### src/rtl/hazard_stall_ctrl.sv
// Pipeline hazard controller: stalls and flushes the 5-stage pipe for data-memory waits, taken branches and load-use.
// Latency: stall/flush outputs are combinational from the current inputs; FSM, timeout and counters update on clk_i.
// Backpressure: a pending data access (dmem_req_i && !dmem_ready_i) freezes every stage and overrides branch and load-use.
//
// Ports:
//   clk_i, rst_n_i            clock, asynchronous active-low reset
//   rs1/rs2_id_i, rs*_used_i  source registers of the IF_ID instruction and whether they are read
//   rd_ex_i, mem_read_ex_i    destination register of the ID_EX instruction and whether it is a load
//   branch_taken_ex_i         taken branch/jump resolved in EX
//   dmem_req_i, dmem_ready_i  MEM-stage data access request and completion
//   stall_*_o, flush_*_o      hold PC/IF_ID/ID_EX/EX_MEM, clear IF_ID/ID_EX to a bubble
//   hazard_state_o            0 = RUN, 1 = MEM_WAIT
//   mem_timeout_o             sticky: a memory wait lasted TIMEOUT_CYC cycles
//   lu_stall_cnt_o, mem_stall_cnt_o  performance counters (built only with HAZARD_PERF_CNT_EN defined)
module hazard_stall_ctrl #(
    parameter int unsigned TIMEOUT_CYC = 64
) (
    input  logic        clk_i,
    input  logic        rst_n_i,
    input  logic [4:0]  rs1_id_i,
    input  logic [4:0]  rs2_id_i,
    input  logic        rs1_used_i,
    input  logic        rs2_used_i,
    input  logic [4:0]  rd_ex_i,
    input  logic        mem_read_ex_i,
    input  logic        branch_taken_ex_i,
    input  logic        dmem_req_i,
    input  logic        dmem_ready_i,
    output logic        stall_if_o,
    output logic        stall_id_o,
    output logic        stall_ex_o,
    output logic        stall_mem_o,
    output logic        flush_id_o,
    output logic        flush_ex_o,
    output logic [1:0]  hazard_state_o,
    output logic        mem_timeout_o,
    output logic [15:0] lu_stall_cnt_o,
    output logic [15:0] mem_stall_cnt_o
);

    typedef enum logic [1:0] {
        ST_RUN      = 2'd0,
        ST_MEM_WAIT = 2'd1
    } state_e;

    localparam logic [15:0] TIMEOUT_LAST = 16'(TIMEOUT_CYC - 1);

    state_e      state_q, state_d;
    logic [15:0] wait_cnt_q, wait_cnt_d;
    logic        timeout_q, timeout_d;

    logic mem_wait;
    logic load_use;
    logic lu_stall;

    assign mem_wait = dmem_req_i && !dmem_ready_i;
    assign load_use = mem_read_ex_i && (rd_ex_i != 5'd0) &&
                      ((rs1_used_i && (rd_ex_i == rs1_id_i)) ||
                       (rs2_used_i && (rd_ex_i == rs2_id_i)));
    // A load-use stall only happens when neither a freeze nor a branch outranks it.
    assign lu_stall = load_use && !mem_wait && !branch_taken_ex_i;

    // Stall/flush decode. Gated by reset so the pipe sees no control activity while held in reset.
    always_comb begin
        stall_if_o  = 1'b0;
        stall_id_o  = 1'b0;
        stall_ex_o  = 1'b0;
        stall_mem_o = 1'b0;
        flush_id_o  = 1'b0;
        flush_ex_o  = 1'b0;
        if (rst_n_i) begin
            if (mem_wait) begin
                stall_if_o  = 1'b1;
                stall_id_o  = 1'b1;
                stall_ex_o  = 1'b1;
                stall_mem_o = 1'b1;
            end else if (branch_taken_ex_i) begin
                // A branch held in EX through a freeze lands here on the first unfrozen cycle.
                flush_id_o = 1'b1;
                flush_ex_o = 1'b1;
            end else if (load_use) begin
                stall_if_o = 1'b1;
                stall_id_o = 1'b1;
                flush_ex_o = 1'b1;
            end
        end
    end

    // Next-state logic for the wait FSM, wait counter and sticky timeout.
    always_comb begin
        state_d    = state_q;
        wait_cnt_d = wait_cnt_q;
        timeout_d  = timeout_q;
        case (state_q)
            ST_RUN: begin
                wait_cnt_d = 16'd0;
                if (mem_wait) state_d = ST_MEM_WAIT;
            end
            ST_MEM_WAIT: begin
                if (wait_cnt_q != 16'hFFFF) wait_cnt_d = wait_cnt_q + 16'd1;
                if (wait_cnt_q == TIMEOUT_LAST) timeout_d = 1'b1;
                if (dmem_ready_i || !dmem_req_i) state_d = ST_RUN;
            end
            default: begin
                state_d    = ST_RUN;
                wait_cnt_d = 16'd0;
            end
        endcase
    end

    always_ff @(posedge clk_i or negedge rst_n_i) begin
        if (!rst_n_i) begin
            state_q    <= ST_RUN;
            wait_cnt_q <= 16'd0;
            timeout_q  <= 1'b0;
        end else begin
            state_q    <= state_d;
            wait_cnt_q <= wait_cnt_d;
            timeout_q  <= timeout_d;
        end
    end

    assign hazard_state_o = state_q;
    assign mem_timeout_o  = timeout_q;

`ifdef HAZARD_PERF_CNT_EN
    logic [15:0] lu_cnt_q, lu_cnt_d;
    logic [15:0] mem_cnt_q, mem_cnt_d;

    always_comb begin
        lu_cnt_d  = lu_cnt_q;
        mem_cnt_d = mem_cnt_q;
        if (lu_stall && (lu_cnt_q != 16'hFFFF))  lu_cnt_d  = lu_cnt_q + 16'd1;
        if (mem_wait && (mem_cnt_q != 16'hFFFF)) mem_cnt_d = mem_cnt_q + 16'd1;
    end

    always_ff @(posedge clk_i or negedge rst_n_i) begin
        if (!rst_n_i) begin
            lu_cnt_q  <= 16'd0;
            mem_cnt_q <= 16'd0;
        end else begin
            lu_cnt_q  <= lu_cnt_d;
            mem_cnt_q <= mem_cnt_d;
        end
    end

    assign lu_stall_cnt_o  = lu_cnt_q;
    assign mem_stall_cnt_o = mem_cnt_q;
`else
    logic unused_lu_stall;
    assign unused_lu_stall = lu_stall;
    assign lu_stall_cnt_o  = 16'd0;
    assign mem_stall_cnt_o = 16'd0;
`endif

endmodule

### config.mk
export PLATFORM = sky130hd
export DESIGN_NAME = hazard_stall_ctrl
export DESIGN_NICKNAME = d
export VERILOG_FILES = /design/src/rtl/hazard_stall_ctrl.sv
export SDC_FILE = /design/constraint.sdc
export NUM_CORES = 1
export LEC_CHECK = 0
export BUFFER_PORTS_ARGS = -buffer_cell sky130_fd_sc_hd__buf_4
export CAP_MARGIN = 15
export CORE_MARGIN = 2
export CORE_UTILIZATION = 49
export CTS_BUF_LIST = sky130_fd_sc_hd__clkbuf_4
export DETAILED_ROUTE_END_ITERATION = 7
export PLACE_DENSITY_LB_ADDON = 0.1
export SLEW_MARGIN = 30
export SYNTH_ARGS = -nofsm -noshare
export SYNTH_HDL_FRONTEND = slang
export SYNTH_SLANG_ARGS = --single-unit
export TNS_END_PERCENT = 100
### constraint.sdc
create_clock -name clk_i -period 2.3 [get_ports clk_i]
set_clock_uncertainty 0.1 [all_clocks]
set_input_delay 0 -clock clk_i [delete_from_list [all_inputs] [get_ports clk_i]]
set_output_delay 0 -clock clk_i [all_outputs]
set_load 0.05 [all_outputs]
### Yosys cells after proc, flatten, opt, wreduce, memory -nomap -nowiden

Index checks and enable logic that the tools add are counted.

* register bits: 19
* bits of input ports: 23
* output and inout bits: 41
* word-level logic and storage cells: 42

* $add $sub $neg: 1
* eq/ne operators: 8
* mux-type cells: 17
* reduce and logical (&&, ||, !) cells: 13

Operators by type and width (number)
* two-way mux 16 bit: 2
* adder 16 x 1 -> 16 bit, second input constant: 1
* == test 16 x 6 -> 1 bit, second input constant: 1
* inequality test 16 bit, second input constant: 1
* two-way mux 1 bit: 12
* == test 5 bit: 2
* inequality test 2 bit, second input constant: 3
* logical AND 1 bit: 5
* nonzero test 5 bit: 1
* two-way mux 2 bit: 2
* case mux 2 bit (2 select lines): 1
* AND reduction 2 bit: 2
* == test 2 x 1 -> 1 bit, second input constant: 1
* logical NOT 1 bit: 2
* logical NOT 2 bit: 1
* logical OR 1 bit: 2

### Logic depth before layout (Yosys ltp)

* word-level depth: 8
* mapped depth: 6

### Least setup slack after synthesis

Ideal clock, no wire load.

* path type: input to output
* start: in rd_ex_i[3]
* end: out stall_if_o
* arrival time: 2713 ps
* setup slack: -513 ps
* cell stages on the path: 5
* path through: xor2_1 -> nor4_1 -> a32oi_1 -> o41ai_1 -> buf_4

* cells in the longest elaborated chain, start to end: 8
* elaborated cells on any way between the ends: 12

Ends and longest elaborated chain
* start, declared: line 24 `input logic [4:0] rd_ex_i,`
* == test 5 bit, on equally long branches: line 58, 59
* logical AND 1 bit, on equally long branches: line 58, 59
* logical OR 1 bit: line 58 `((rs1_used_i && (rd_ex_i == rs1_id_i)) ||`
* logical AND 1 bit (*): line 57 `assign load_use = mem_read_ex_i && (rd_ex_i != 5'd0) &&`
* two-way mux 1 bit (*) (4 in a row)
* end, declared: line 29 `output logic stall_if_o,`

Mark *: on every way between the ends. The rest lies on a longest branch, timed or not.

### Worst setup path after layout

* start: in dmem_req_i
* end: out flush_ex_o

* cells in the longest elaborated chain, start to end: 3

Ends and longest elaborated chain
* start, declared: line 27 `input logic dmem_req_i,`
* logical AND 1 bit: line 56 `assign mem_wait = dmem_req_i && !dmem_ready_i;`
* two-way mux 1 bit: line 72 `if (mem_wait) begin`
* two-way mux 1 bit: line 71 `if (rst_n_i) begin`
* end, declared: line 34 `output logic flush_ex_o,`

No other way between the ends.

==> impl_results.md <==
* Drt drc at 0
* TritonRoute pass-1 iters at 4
* Worst-Skew Late Latency at 0.30 ns
* Die area at 3356 µm²
* Initial Utilization at about half
* IO Port Bufs at 30
* Pleak at 0.7528 nW
* Sequential area share after synthesis at 31.61%
* CP max-delay cell: dlygate4sd3_1
* RSZ-0062 raised after global routing: no
* Cells after DPL at 220
* Final antenna diode count at 0
* Tot Pwr at around 0.7 mW
* GRT Total Usage at 18.02%
* VDD IR max at around 310 µV
* Max Slew Vio Count at 0
* Die Y at between 50 and 60 µm
* Core area at 2758 µm²
* Syn avg cell area at 8.690 µm²
* Post-Synthesis Cells at 164
* Core Rows at 19
* CP startpoint kind: primary input
* Vias in the first global route at between 1,000 and 1,500
* Async SR Flop Fraction at 100.0%
* CTS H-tree lvls at 1
* Initial drt markers at 36
* Detailed placement HPWL at 2304 µm
* CTS Buf Count at 3
* MaxCap Viol Count at 0
* Final wirelength at 2925 µm
* CP endpoint kind: primary output
* Ports at 64
* Post-CTS sizing at 0
* CP Cell Sequence: dlygate4sd3_1, buf_4, nand2b_1, dlygate4sd3_1, inv_1, o41ai_2, buf_4
* Ys Warns at 0
* M1 wire length at 1137 µm
* Predominant post-synthesis flop cell: dfrtp_1
* Reg clk slew, reported paths at roughly 0.10 ns
* Post-CTS setup buffer count at 0
* Library cells used by synthesis at 41
* Post-route insts no fill at 227
* DRT antenna net count at 0
* Initial antenna violation count at 0
* Uppermost layer routed: met4
* Setup_tns at 0 ns
* Placement-stage cell area at 1550 µm²
* Vias per inst at 5.313
* Yosys reg bits at 18
* Placer Congestion at between 0.7 and 0.8
* Outcome: finished, final reports clean
* Final worst path period share at about 90%
* Sequential cell area at 450.4 µm²
* Max Fclk at 483.2 MHz
* Min Tclk post-route at 2.070 ns
* Grt total ovfl at 0
* Mapped Area at 1425 µm²
* Cell area after layout at 1607 µm²
* Root Buffer: clkbuf_4
* Drt wl/cell at ~13 µm
* Power per cell area at 444.1 nW/µm²
* Crit path kind: primary input to primary output
* Crit Path Max Fanout at 3
* WL met2 at about 1600 µm
* Via Count at about 1,200
* Global-route wire length before repair at 4692 µm
* TritonCTS clock tree: built
* Share of cells above drive strength 1 at 22.45%
* Layout overhead on the synthesized area at 12.73%
* EDFF count, synth at 0
* Arrival time worst endpoint at 1.97 ns
* Fin. Hold Viols at 0
* CP required at 2.20 ns
* Fin nets at approximately 220
* Hold Path Class: primary input to async pin
* Hold slack at 0.0001346 ns
* Fillers at 243
* CTS max path bufs at 2
* Footprint of the multi-input gates at 794.5 µm²
* Most common cell after layout, fill and taps aside: conb_1
* Most frequent cells in the layout: 33 x conb_1, 32 x buf_4, 18 x dfrtp_1
* CTS Sinks at 18
* Max stage delay on crit path at approximately 0.56 ns
* DR WL met3 at 201 µm
* Die Wd at between 50 and 60 µm
* Setup violators final at 0
* Largest net degree at the start of global routing at 22
## state kept, by name, indices dropped and copies added, names as in the netlist
name	count
wait_cnt_q	16
hazard_state_o	1
mem_timeout_o	1
## worst max-delay path: cells and delay by family
family | cells | cell delay, ns
AND/OR/NAND/NOR | 1 | 0.09
buffers and inverters | 5 | 1.57
AO/OA/AOI/OAI | 1 | 0.32
## per-stage QoR
stage / utilization [%] / setup WS [ns]
finish: 58.26 / 0.2303
global route: 58.26 / 0.1844
CTS: 58.26 / 0.2602
detailed placement: 56.22 / 0.4770
global placement: 56.22 / 0.5153
floorplan: - / 0.2232
## routing by layer
layer | vias up | global-route usage, %
met4 | 0 | 8.638
met2 | 58 | 34.09
li1 | 580 | -
met5 | - | 0
met3 | 3 | 2.232
met1 | 565 | 19.61
## cell usage after synthesis, types with 2 or more instances
master	instances	area share (%)
buf_4	36	19
dfrtp_1	18	32
nand2_1	10	2.6
nor2_1	9	2.4
xor2_1	9	5.5
inv_1	7	1.8
nor4_1	6	2.6
a21oi_1	5	1.8
nand3_1	5	1.8
nor3_1	5	1.8
a31oi_1	4	1.8
mux2i_1	4	2.8
nand2b_1	4	1.8
nand4_1	4	1.8
o21ai_0	4	1.4
or4_1	4	2.1
o31ai_1	3	1.6
clkbuf_1	2	0.53
o41ai_1	2	1.2
xnor2_1	2	1.2
## cell families (layout without fill, tap and decap cells)
group	Yosys count	count (layout)	synth area share, %
compound gates	24	24	11.24
xor+xnor	11	11	6.761
fa+ha+maj	1	1	0.8778
buf+inv	46	46	22.13
flops	18	18	31.61
mux	4	4	2.810
other cells	1	33	0.2631
simple gates	59	59	24.32
## final cells by class
cell class	count	area share (%)
clock inverters	1	0.2336
clock buffers	3	1.402
multi-input cells	132	49.45
well taps	31	2.414
repair buffers	35	16.82
inverters	7	1.636
flip-flops and latches	18	28.04
## path summary, 6_finish.rpt
path / cells past startpoint / startpoint / end / slack [ns]
max reg2reg: 5 / wait_cnt_q[0] / wait_cnt_q[14] / 0.47
min: 2 / rst_n_i / wait_cnt_q[10] / 0.0001
min in group clk_i: 3 / branch_taken_ex_i / stall_id_o / 0.25
max in group asynchronous: 2 / rst_n_i / wait_cnt_q[3] / 1.89
min reg2reg: 1 / mem_timeout_o / mem_timeout_o / 0.41
max: 7 / dmem_req_i / flush_ex_o / 0.23
## where the power goes
group          switching, mW  internal [mW]
clock                  0.102         0.0634
sequential           0.00387          0.319
combinational          0.176         0.0501
total                  0.281          0.432
## repair_timing
item,4_1_cts,5_1_grt
hold endpoints to repair,19,0
endpoints found under the setup margin,0,0
hold buffers,3,0
(Power assumes the default switching activity.)
